### config.mk
export PLATFORM = sky130hd
export DESIGN_NAME = mem_arbiter
export DESIGN_NICKNAME = d
export VERILOG_FILES = /design/src/rtl/gm64_pkg.sv /design/src/rtl/mem_arb_grant.sv /design/src/rtl/mem_arbiter.sv
export SDC_FILE = /design/constraint.sdc
export NUM_CORES = 1
export LEC_CHECK = 0
export BUFFER_PORTS_ARGS = -buffer_cell sky130_fd_sc_hd__clkbuf_2
export CORE_ASPECT_RATIO = 1.25
export CORE_MARGIN = 2
export CORE_UTILIZATION = 45
export DETAILED_ROUTE_END_ITERATION = 16
export MAX_ROUTING_LAYER = met4
export PLACE_DENSITY_LB_ADDON = 0.08
export RECOVER_POWER = 50
export SLEW_MARGIN = 10
export SYNTH_ARGS = -nofsm -noshare
export SYNTH_HDL_FRONTEND = slang
export SYNTH_SLANG_ARGS = --single-unit
### constraint.sdc
create_clock -name clkSys -period 1.65 [get_ports clkSys]
set_clock_uncertainty 0.2 [all_clocks]
set_input_delay 0.33 -clock clkSys [delete_from_list [all_inputs] [get_ports clkSys]]
set_output_delay 0.33 -clock clkSys [all_outputs]
set_load 0.02 [all_outputs]
### src/rtl/gm64_pkg.sv
// Shared types and constants for the gm64 memory arbiter.
// Holds the arbiter state encoding, requester identity and default address bases.
package gm64_pkg;

  typedef enum logic [2:0] {
    ST_IDLE,
    ST_ISSUE,
    ST_WAIT_START,
    ST_WAIT_DONE,
    ST_ACK
  } arb_state_e;

  typedef enum logic {
    REQ_CPU = 1'b0,
    REQ_VIC = 1'b1
  } requester_e;

  localparam logic [23:0] DEFAULT_CPU_BASE = 24'h000000;
  localparam logic [23:0] DEFAULT_VIC_BASE = 24'h000000;
  localparam logic [15:0] DEFAULT_TIMEOUT  = 16'd1023;

  // C64 16-bit address into the 24-bit PSRAM space; wrapping past 2^24 is intended.
  function automatic logic [23:0] map_addr(input logic [23:0] base,
                                           input logic [15:0] addr);
    return base + {8'h00, addr};
  endfunction

endpackage

### src/rtl/mem_arb_grant.sv
// Two-way alternating-priority picker: a lone requester wins, a tie goes to
// whichever requester did not win last time.
module mem_arb_grant
  import gm64_pkg::*;
(
  input  logic       cpu_req_i,
  input  logic       vic_req_i,
  input  requester_e last_grant_i,
  output logic       valid_o,
  output requester_e grant_o
);

  always_comb begin
    valid_o = cpu_req_i | vic_req_i;
    grant_o = REQ_CPU;
    if (cpu_req_i && vic_req_i) begin
      grant_o = (last_grant_i == REQ_CPU) ? REQ_VIC : REQ_CPU;
    end else if (vic_req_i) begin
      grant_o = REQ_VIC;
    end
  end

endmodule

### src/rtl/mem_arbiter.sv
// Shares the PSRAM controller between the CPU (read/write) and VIC (read-only)
// ports, sequencing the controller's cs/busy/dataReady handshake.
module mem_arbiter
  import gm64_pkg::*;
#(
  parameter logic [23:0] CPU_BASE = DEFAULT_CPU_BASE,
  parameter logic [23:0] VIC_BASE = DEFAULT_VIC_BASE,
  parameter logic [15:0] TIMEOUT  = DEFAULT_TIMEOUT
) (
  input  logic        clkSys,
  input  logic        reset,
  input  logic        i_cpuReq,
  input  logic        i_cpuWrite,
  input  logic [15:0] i_cpuAddr,
  input  logic [7:0]  i_cpuData,
  output logic        o_cpuAck,
  output logic [7:0]  o_cpuData,
  input  logic        i_vicReq,
  input  logic [15:0] i_vicAddr,
  output logic        o_vicAck,
  output logic [7:0]  o_vicData,
  output logic        o_cs,
  output logic        o_write,
  output logic [23:0] o_address,
  output logic [7:0]  o_dataToWrite,
  input  logic [7:0]  i_dataRead,
  input  logic        i_busy,
  input  logic        i_dataReady,
  output logic        o_timeout
);

  arb_state_e  state_q, state_d;
  requester_e  grant_q, grant_d;
  requester_e  last_grant_q, last_grant_d;
  logic        write_q, write_d;
  logic [23:0] addr_q, addr_d;
  logic [7:0]  wdata_q, wdata_d;
  logic [7:0]  cpu_data_q, cpu_data_d;
  logic [7:0]  vic_data_q, vic_data_d;
  logic        timeout_q, timeout_d;
  logic [15:0] cnt_q, cnt_d;

  logic        pick_valid;
  requester_e  pick;
  logic        txn_done;
  logic        cnt_expired;

  mem_arb_grant u_grant (
    .cpu_req_i    (i_cpuReq),
    .vic_req_i    (i_vicReq),
    .last_grant_i (last_grant_q),
    .valid_o      (pick_valid),
    .grant_o      (pick)
  );

  // Writes finish when the controller drops busy; reads also need dataReady.
  assign txn_done    = !i_busy && (write_q || i_dataReady);
  assign cnt_expired = (cnt_q == TIMEOUT - 16'd1);

  always_comb begin
    // NOTE: every _d gets its hold value first, so no path through the case
    // leaves a signal unassigned and no latch is inferred.
    state_d      = state_q;
    grant_d      = grant_q;
    last_grant_d = last_grant_q;
    write_d      = write_q;
    addr_d       = addr_q;
    wdata_d      = wdata_q;
    cpu_data_d   = cpu_data_q;
    vic_data_d   = vic_data_q;
    timeout_d    = timeout_q;
    cnt_d        = cnt_q;

    unique case (state_q)
      ST_IDLE: begin
        if (!i_busy && pick_valid) begin
          state_d      = ST_ISSUE;
          grant_d      = pick;
          last_grant_d = pick;
          if (pick == REQ_CPU) begin
            write_d = i_cpuWrite;
            addr_d  = map_addr(CPU_BASE, i_cpuAddr);
            wdata_d = i_cpuData;
          end else begin
            write_d = 1'b0;
            addr_d  = map_addr(VIC_BASE, i_vicAddr);
            wdata_d = 8'h00;
          end
        end
      end

      ST_ISSUE: begin
        cnt_d   = '0;
        state_d = ST_WAIT_START;
      end

      ST_WAIT_START: begin
        cnt_d = cnt_q + 16'd1;
        if (i_busy) begin
          state_d = ST_WAIT_DONE;
        end else if (cnt_expired) begin
          timeout_d = 1'b1;
          state_d   = ST_ACK;
        end
      end

      ST_WAIT_DONE: begin
        cnt_d = cnt_q + 16'd1;
        if (txn_done) begin
          if (!write_q) begin
            if (grant_q == REQ_CPU) cpu_data_d = i_dataRead;
            else                    vic_data_d = i_dataRead;
          end
          state_d = ST_ACK;
        end else if (cnt_expired) begin
          // Abort path: read data is left untouched, the requester still gets its ack.
          timeout_d = 1'b1;
          state_d   = ST_ACK;
        end
      end

      ST_ACK: begin
        state_d = ST_IDLE;
      end

      default: begin
        state_d = ST_IDLE;
      end
    endcase
  end

  always_ff @(posedge clkSys or negedge reset) begin
    if (!reset) begin
      state_q      <= ST_IDLE;
      grant_q      <= REQ_CPU;
      last_grant_q <= REQ_CPU;
      write_q      <= 1'b0;
      addr_q       <= '0;
      wdata_q      <= '0;
      cpu_data_q   <= '0;
      vic_data_q   <= '0;
      timeout_q    <= 1'b0;
      cnt_q        <= '0;
    end else begin
      // NOTE: non-blocking assignments so every register samples the values
      // computed from the previous cycle, independent of statement order.
      state_q      <= state_d;
      grant_q      <= grant_d;
      last_grant_q <= last_grant_d;
      write_q      <= write_d;
      addr_q       <= addr_d;
      wdata_q      <= wdata_d;
      cpu_data_q   <= cpu_data_d;
      vic_data_q   <= vic_data_d;
      timeout_q    <= timeout_d;
      cnt_q        <= cnt_d;
    end
  end

  // Strobes decode straight from the state register, so reset forces them inactive at once.
  assign o_cs          = (state_q != ST_ISSUE);
  assign o_cpuAck      = (state_q == ST_ACK) && (grant_q == REQ_CPU);
  assign o_vicAck      = (state_q == ST_ACK) && (grant_q == REQ_VIC);
  assign o_write       = write_q;
  assign o_address     = addr_q;
  assign o_dataToWrite = wdata_q;
  assign o_cpuData     = cpu_data_q;
  assign o_vicData     = vic_data_q;
  assign o_timeout     = timeout_q;

endmodule

### After elaboration in Yosys (flattened, before gate mapping)

Cells that the tools add are included.

| cells by class | value |
|---|---|
| add/subtract/negate cells | 1 |
| muxes and demuxes | 16 |
| eq/ne operators | 9 |
| reduce and logical (&&, ||, !) cells | 15 |
| bitwise logic cells | 3 |

Operators by type and width:

| cell | count |
|---|---|
| 16-bit one-hot mux with 2 select lines | 1 |
| 16-bit by 1-bit adder with 16-bit output (second input constant) | 1 |
| 16-bit by 10-bit == test with 1-bit output (second input constant) | 1 |
| 16-bit two-way mux | 1 |
| 3-bit two-way mux | 4 |
| 3-bit one-hot mux with 4 select lines | 1 |
| 8-bit two-way mux | 1 |
| 4-bit AND reduction | 2 |
| 1-bit two-way mux | 7 |
| 3-bit by 2-bit == test with 1-bit output (second input constant) | 2 |
| 2-bit != test (second input constant) | 3 |
| 1-bit logical AND | 5 |
| 2-bit nonzero test | 2 |
| 3-bit by 1-bit == test with 1-bit output (second input constant) | 1 |
| 3-bit == test (second input constant) | 1 |
| 3-bit logical NOT | 1 |
| 3-bit by 1-bit != test with 1-bit output (second input constant) | 1 |
| 3-bit AND reduction | 1 |
| 1-bit NOT | 2 |
| 1-bit one-hot mux with 2 select lines | 1 |
| 2-bit AND reduction | 1 |
| 2-bit OR reduction | 1 |
| 1-bit logical NOT | 1 |
| 1-bit logical OR | 1 |
| 1-bit OR | 1 |

| word-level totals | value |
|---|---|
| output and inout bits | 53 |
| input port bits | 55 |
| word-level logic and storage cells | 53 |
| register bits | 70 |

### Longest topological paths before layout

| depth | value |
|---|---|
| depth in word-level cells | 4 |
| gate-level depth with buffers | 6 |
| depth with buffers taken out | 6 |

### Modules after synthesis

A second synthesis with hierarchy kept.

| second synthesis, totals | value |
|---|---|
| cell total of the unflattened synthesis | 273 |
| area, all modules | 2912.8 µm² |

By module, submodules not included:

| module | area each (µm²) | instances | cells an instance | sequential area each (µm²) |
|---|---|---|---|---|
| mem_arbiter | 2899.0 | 1 | 271 | 1551.5 |
| mem_arb_grant | 13.8 | 1 | 2 | 0.0 |

### Worst setup path after synthesis

Ideal clock, no wire load.

| timing path | value |
|---|---|
| kind | reg-to-reg |
| from | register cnt_q[0] |
| to | register state_q[0] |
| slack | 0.007 ns |
| data required time | 1.332 ns |
| stages on the path, launching flop included | 7 |
| clock period less this slack | 1.643 ns |
| path buffers | 0 |
| setup time | 0.118 ns |
| data arrival time | 1.325 ns |
| cells stage by stage | dfrtp_1 > inv_1 > ha_1 > nor4b_1 > o2111a_1 > a31oi_1 > a21o_1 |

| between the ends | value |
|---|---|
| cells in the longest elaborated chain, start to end | 4 |
| elaborated cells on any way between the ends | 5 |
| those cells by class | eq/ne (1); mux (4) |

RTL lines:

| element | RTL line | text |
|---|---|---|
| from (decl) | mem_arbiter.sv:41 | `logic [15:0] cnt_q, cnt_d;` |
| from (signal assigned) | mem_arbiter.sv:156 | `cnt_q <= cnt_d;` |
| 16-bit by 10-bit == test with 1-bit output (*) | mem_arbiter.sv:58 | `assign cnt_expired = (cnt_q == TIMEOUT - 16'd1);` |
| 3-bit two-way mux (*) | - |  |
| 3-bit two-way mux, on equally long branches | - |  |
| 3-bit one-hot mux with 4 select lines (*) | - |  |
| to (signal assigned) | mem_arbiter.sv:147 | `state_q <= state_d;` |
| to (decl) | mem_arbiter.sv:32 | `arb_state_e state_q, state_d;` |

Every way passes the cells marked *; elsewhere a longest branch is shown, timed or not.
A chain may end at the register's enable or synchronous reset.

### Worst setup path in the final report

| timing path | value |
|---|---|
| from | register state_q[1] |
| to | output port o_cs |

| between the ends | value |
|---|---|
| cells in the longest elaborated chain, start to end | 1 |

RTL lines:

| element | RTL line | text |
|---|---|---|
| 3-bit by 1-bit != test with 1-bit output | mem_arbiter.sv:161 | `assign o_cs = (state_q != ST_ISSUE);` |
| to (decl) | mem_arbiter.sv:22 | `output logic o_cs,` |

Every way passes these cells.

==> impl_metrics.env <==
export IMPL_endpoint_kind="output port"
export IMPL_fill_cells=547
export IMPL_report_power_total_mw=6.89
export IMPL_dieArea_mm2=0.00725
export IMPL_worstPathRequired_ns=1.12
export IMPL_synth_top_area_share_pct=52.4
export IMPL_r2r_cells=5
export IMPL_setup_tns_ns=-1.76
export IMPL_drc=0
export IMPL_grt_first_pass_wirelength_um=11400
export IMPL_crit_path_max_fanout=4
export IMPL_postSynthCellCount=295
export IMPL_clockBufferDepth=2
export IMPL_wl_per_cell_um=13.9
export IMPL_wl_met1_um=3090
export IMPL_ant_nets=0
export IMPL_worst_slew_pin_slew_ns=0.767
export IMPL_area_growth_syn_to_layout_pct=42.4
export IMPL_finalSetupViolations=44
export IMPL_drt_iter0_drc=165
export IMPL_hold_ws_ns=0.0142
export IMPL_layout_drive_gt1_share_pct=47.0
export IMPL_clk_latency_ns=0.33
export IMPL_hold_viol_final=0
export IMPL_clk_pin_slew_worst_paths_ns=0.07
export IMPL_status="finished with violations"
export IMPL_grt_max_degree=63
export IMPL_synth_area_leader_cell="dfrtp_1"
export IMPL_synth_cell_types=45
export IMPL_critPathLaunchType="register"
export IMPL_wl_met2_um=3790
export IMPL_wl_met3_um=320
export IMPL_cts_root_buf="clkbuf_8"
export IMPL_finalWorstSetupSlack_ns=-0.216
export IMPL_cts_tree="done"
export IMPL_num_vias=2582
export IMPL_fin_crit_sh_pct=113
export IMPL_cts_inserted_buffers=9
export IMPL_ios=108
export IMPL_maxCapViolations=0
export IMPL_fmax_ghz=0.536
export IMPL_multi_input_area_mm2=0.00145
export IMPL_peakVddDrop_v=0.000855
export IMPL_die_w_um=76.6
export IMPL_worstReg2RegEnd="o_vicData[2]"
export IMPL_synthTopCellsByArea="dfrtp_1, nand2_1, mux2_2"
export IMPL_topRoutingLayerUsed="met4"
export IMPL_rsz0062_at_grt="true"
export IMPL_gp_congestion=0.821
export IMPL_hp_class="input port to register"
export IMPL_seq_area_frac_synth_pct=52.4
export IMPL_criticalPathCategory="register to output port"
export IMPL_p_leak_nw=2.18
export IMPL_final_net_count=489
export IMPL_port_buffers=99
export IMPL_placed_cells_incl_taps=496
export IMPL_antenna_found_initial=0
export IMPL_slew_viol_final=0
export IMPL_arrival_ns=1.34
export IMPL_cts_sinks=62
export IMPL_worstSetupEndpoint="o_cs"
export IMPL_antenna_cells=0
export IMPL_reg2reg_slack_ns=-0.07
export IMPL_via_per_inst=4.94
export IMPL_syn_avg_cell_area_um2=10.0
export IMPL_crit_start="state_q[1]"
export IMPL_row_count=33
export IMPL_die_h_um=94.7
export IMPL_yosys_warnings=0
export IMPL_start_util_pct=45.7
export IMPL_overflow=0
export IMPL_violations="setup timing"
export IMPL_slew_headroom_pct=48.9
export IMPL_dp_hpwl_um=4790
export IMPL_drt_wl_total_um=7290
export IMPL_detailed_place_area_mm2=0.00370
export IMPL_first_pass_iters=5
export IMPL_min_period_ns=1.87
export IMPL_seqCellArea_mm2=0.00156
export IMPL_fin_cells=523
export IMPL_track_usage_pct=20.6
export IMPL_syn_cell_area_mm2=0.00296
export IMPL_core_area_mm2=0.00648
export IMPL_power_density_mw_per_mm2=1630
export IMPL_grt_pass1_vias=2481
export IMPL_htree_levels=3
export IMPL_synth_seq_cells=62
export IMPL_fin_area_mm2=0.00422
export IMPL_timing_rr_start="state_q[0]"
critical path: stages, from the launching register on:
cell,delay [ns]
dfrtp_2,0.44
buf_6,0.13
buf_6,0.11
nor2_4,0.09
nand2_2,0.10
buf_8,0.14
layer usage:
| layer | up-vias | GRT usage [%] |
|---|---|---|
| li1 | 1275 | - |
| met3 | 7 | 4.40 |
| met4 | 0 | 8.18 |
| met5 | - | - |
| met2 | 72 | 33.6 |
| met1 | 1228 | 25.1 |
cell type report:
class,count,share of cell area (%)
Clock buffer,11,3.35
Timing Repair Buffer,141,22.0
Tap cell,87,2.58
Inverter,3,0.267
Clock inverter,4,0.564
Multi-Input combinational cell,215,34.3
Sequential cell,62,37.0
state kept, by name, indices dropped and copies added, names as in the netlist:
| name | cells |
|---|---|
| o_vicData | 8 |
| state_q | 3 |
| cnt_q | 16 |
| o_dataToWrite | 8 |
| o_cpuData | 8 |
| o_timeout | 1 |
| o_write | 1 |
| o_address | 16 |
| last_grant_q | 1 |
worst min path at each step:
stage | from | to | slack, ns | cells past startpoint
after CTS | i_cpuData[6] | o_dataToWrite[6] | 0.0002 | 3
after global placement | reset | cnt_q[14] | 0.17 | 2
after floorplan | reset | cnt_q[0] | -0.17 | 0
after detailed placement | reset | cnt_q[9] | 0.17 | 2
final | i_cpuData[3] | o_dataToWrite[3] | 0.01 | 3
after global routing | i_cpuData[2] | o_dataToWrite[2] | 0.0002 | 3
where the power goes:
| group | internal, mW | total (mW) | switching, mW |
|---|---|---|---|
| Sequential | 2.09 | 2.48 | 0.389 |
| Clock | 0.573 | 1.15 | 0.576 |
| Combinational | 1.48 | 3.27 | 1.78 |
| Total | 4.14 | 6.89 | 2.75 |
synth_stat cells:
| master | count |
|---|---|
| nand2_1 | 74 |
| dfrtp_1 | 62 |
| nor2_1 | 22 |
| a31oi_1 | 17 |
| nand3_1 | 17 |
| mux2_2 | 16 |
| buf_4 | 10 |
| mux2i_1 | 7 |
| o21ai_0 | 7 |
| a21o_1 | 4 |
| buf_2 | 4 |
| a21oi_1 | 3 |
| and3_1 | 3 |
| buf_6 | 3 |
| clkbuf_1 | 3 |
| inv_1 | 3 |
| nand3b_1 | 3 |
| nor3_1 | 3 |
| a22o_1 | 2 |
| ha_1 | 2 |
| nand4_1 | 2 |
| nor2b_1 | 2 |
| nor4_1 | 2 |
| o211ai_1 | 2 |
| or2_2 | 2 |
| a41o_1 | 1 |
| and2_1 | 1 |
| and2b_2 | 1 |
| clkbuf_2 | 1 |
| clkbuf_8 | 1 |
| conb_1 | 1 |
| nand2b_1 | 1 |
| nand3_4 | 1 |
| nand4_2 | 1 |
| nand4_4 | 1 |
| nor2_4 | 1 |
| nor3_2 | 1 |
| nor4_4 | 1 |
| nor4b_1 | 1 |
| o2111a_1 | 1 |
| o21a_1 | 1 |
| o311ai_2 | 1 |
| o31ai_1 | 1 |
| or3_1 | 1 |
| or4_1 | 1 |
layout by cell type (no fill, tap or decap), types with 2 or more instances in the layout:
| master | synthesis | layout |
|---|---|---|
| buf_12 | 0 | 3 |
| clkbuf_8 | 1 | 10 |
| and3_1 | 3 | 2 |
| clkbuf_2 | 1 | 95 |
| dfrtp_1 | 62 | 56 |
| nor2_1 | 22 | 20 |
| nand3_2 | 0 | 2 |
| a22o_1 | 2 | 2 |
| nand3_1 | 17 | 15 |
| mux2_4 | 0 | 15 |
| o21ai_0 | 7 | 7 |
| a21oi_1 | 3 | 2 |
| dlygate4sd3_1 | 0 | 2 |
| a21o_1 | 4 | 4 |
| o211ai_1 | 2 | 2 |
| inv_1 | 3 | 3 |
| nand2_1 | 74 | 73 |
| buf_4 | 10 | 28 |
| nor2_4 | 1 | 3 |
| a31oi_1 | 17 | 16 |
| nor3_1 | 3 | 2 |
| or2_2 | 2 | 2 |
| nor4_2 | 0 | 2 |
| buf_8 | 0 | 2 |
| nand4_1 | 2 | 2 |
| nand3b_1 | 3 | 3 |
| nand4_4 | 1 | 2 |
| buf_6 | 3 | 9 |
| nor2b_2 | 0 | 2 |
| conb_1 | 1 | 8 |
| dfrtp_2 | 0 | 6 |
| clkinv_2 | 0 | 3 |
| mux2i_1 | 7 | 7 |
cell families after synthesis:
| group | share of synthesized area [%] |
|---|---|
| AO/OA/AOI/OAI | 9.17 |
| AND/OR/NAND/NOR | 23.3 |
| multiplexers | 8.45 |
| other | 0.127 |
| flip-flops | 52.4 |
| adder cells (fa/ha/maj) | 0.845 |
| buffers and inverters | 5.75 |
timing repair:
| action | 4_1_cts | 5_1_grt |
|---|---|---|
| resized for setup | 20 | 44 |
| pin swaps | 7 | 10 |
| buffers inserted | 5 | 4 |
| endpoints found under the hold margin | 63 | 0 |
| hold buffers | 2 | 0 |
| cloned | 0 | 1 |
| setup endpoints to repair | 44 | 59 |
per-stage QoR:
| step | utilization (%) | setup WS [ns] |
|---|---|---|
| after floorplan | - | 0.00717 |
| after global placement | 57.0 | -0.0909 |
| after detailed placement | 57.0 | -0.150 |
| after CTS | 61.8 | -0.210 |
| after global routing | 65.1 | -0.272 |
| final | 65.1 | -0.216 |
No activity file was read; power rests on OpenSTA's default activity.
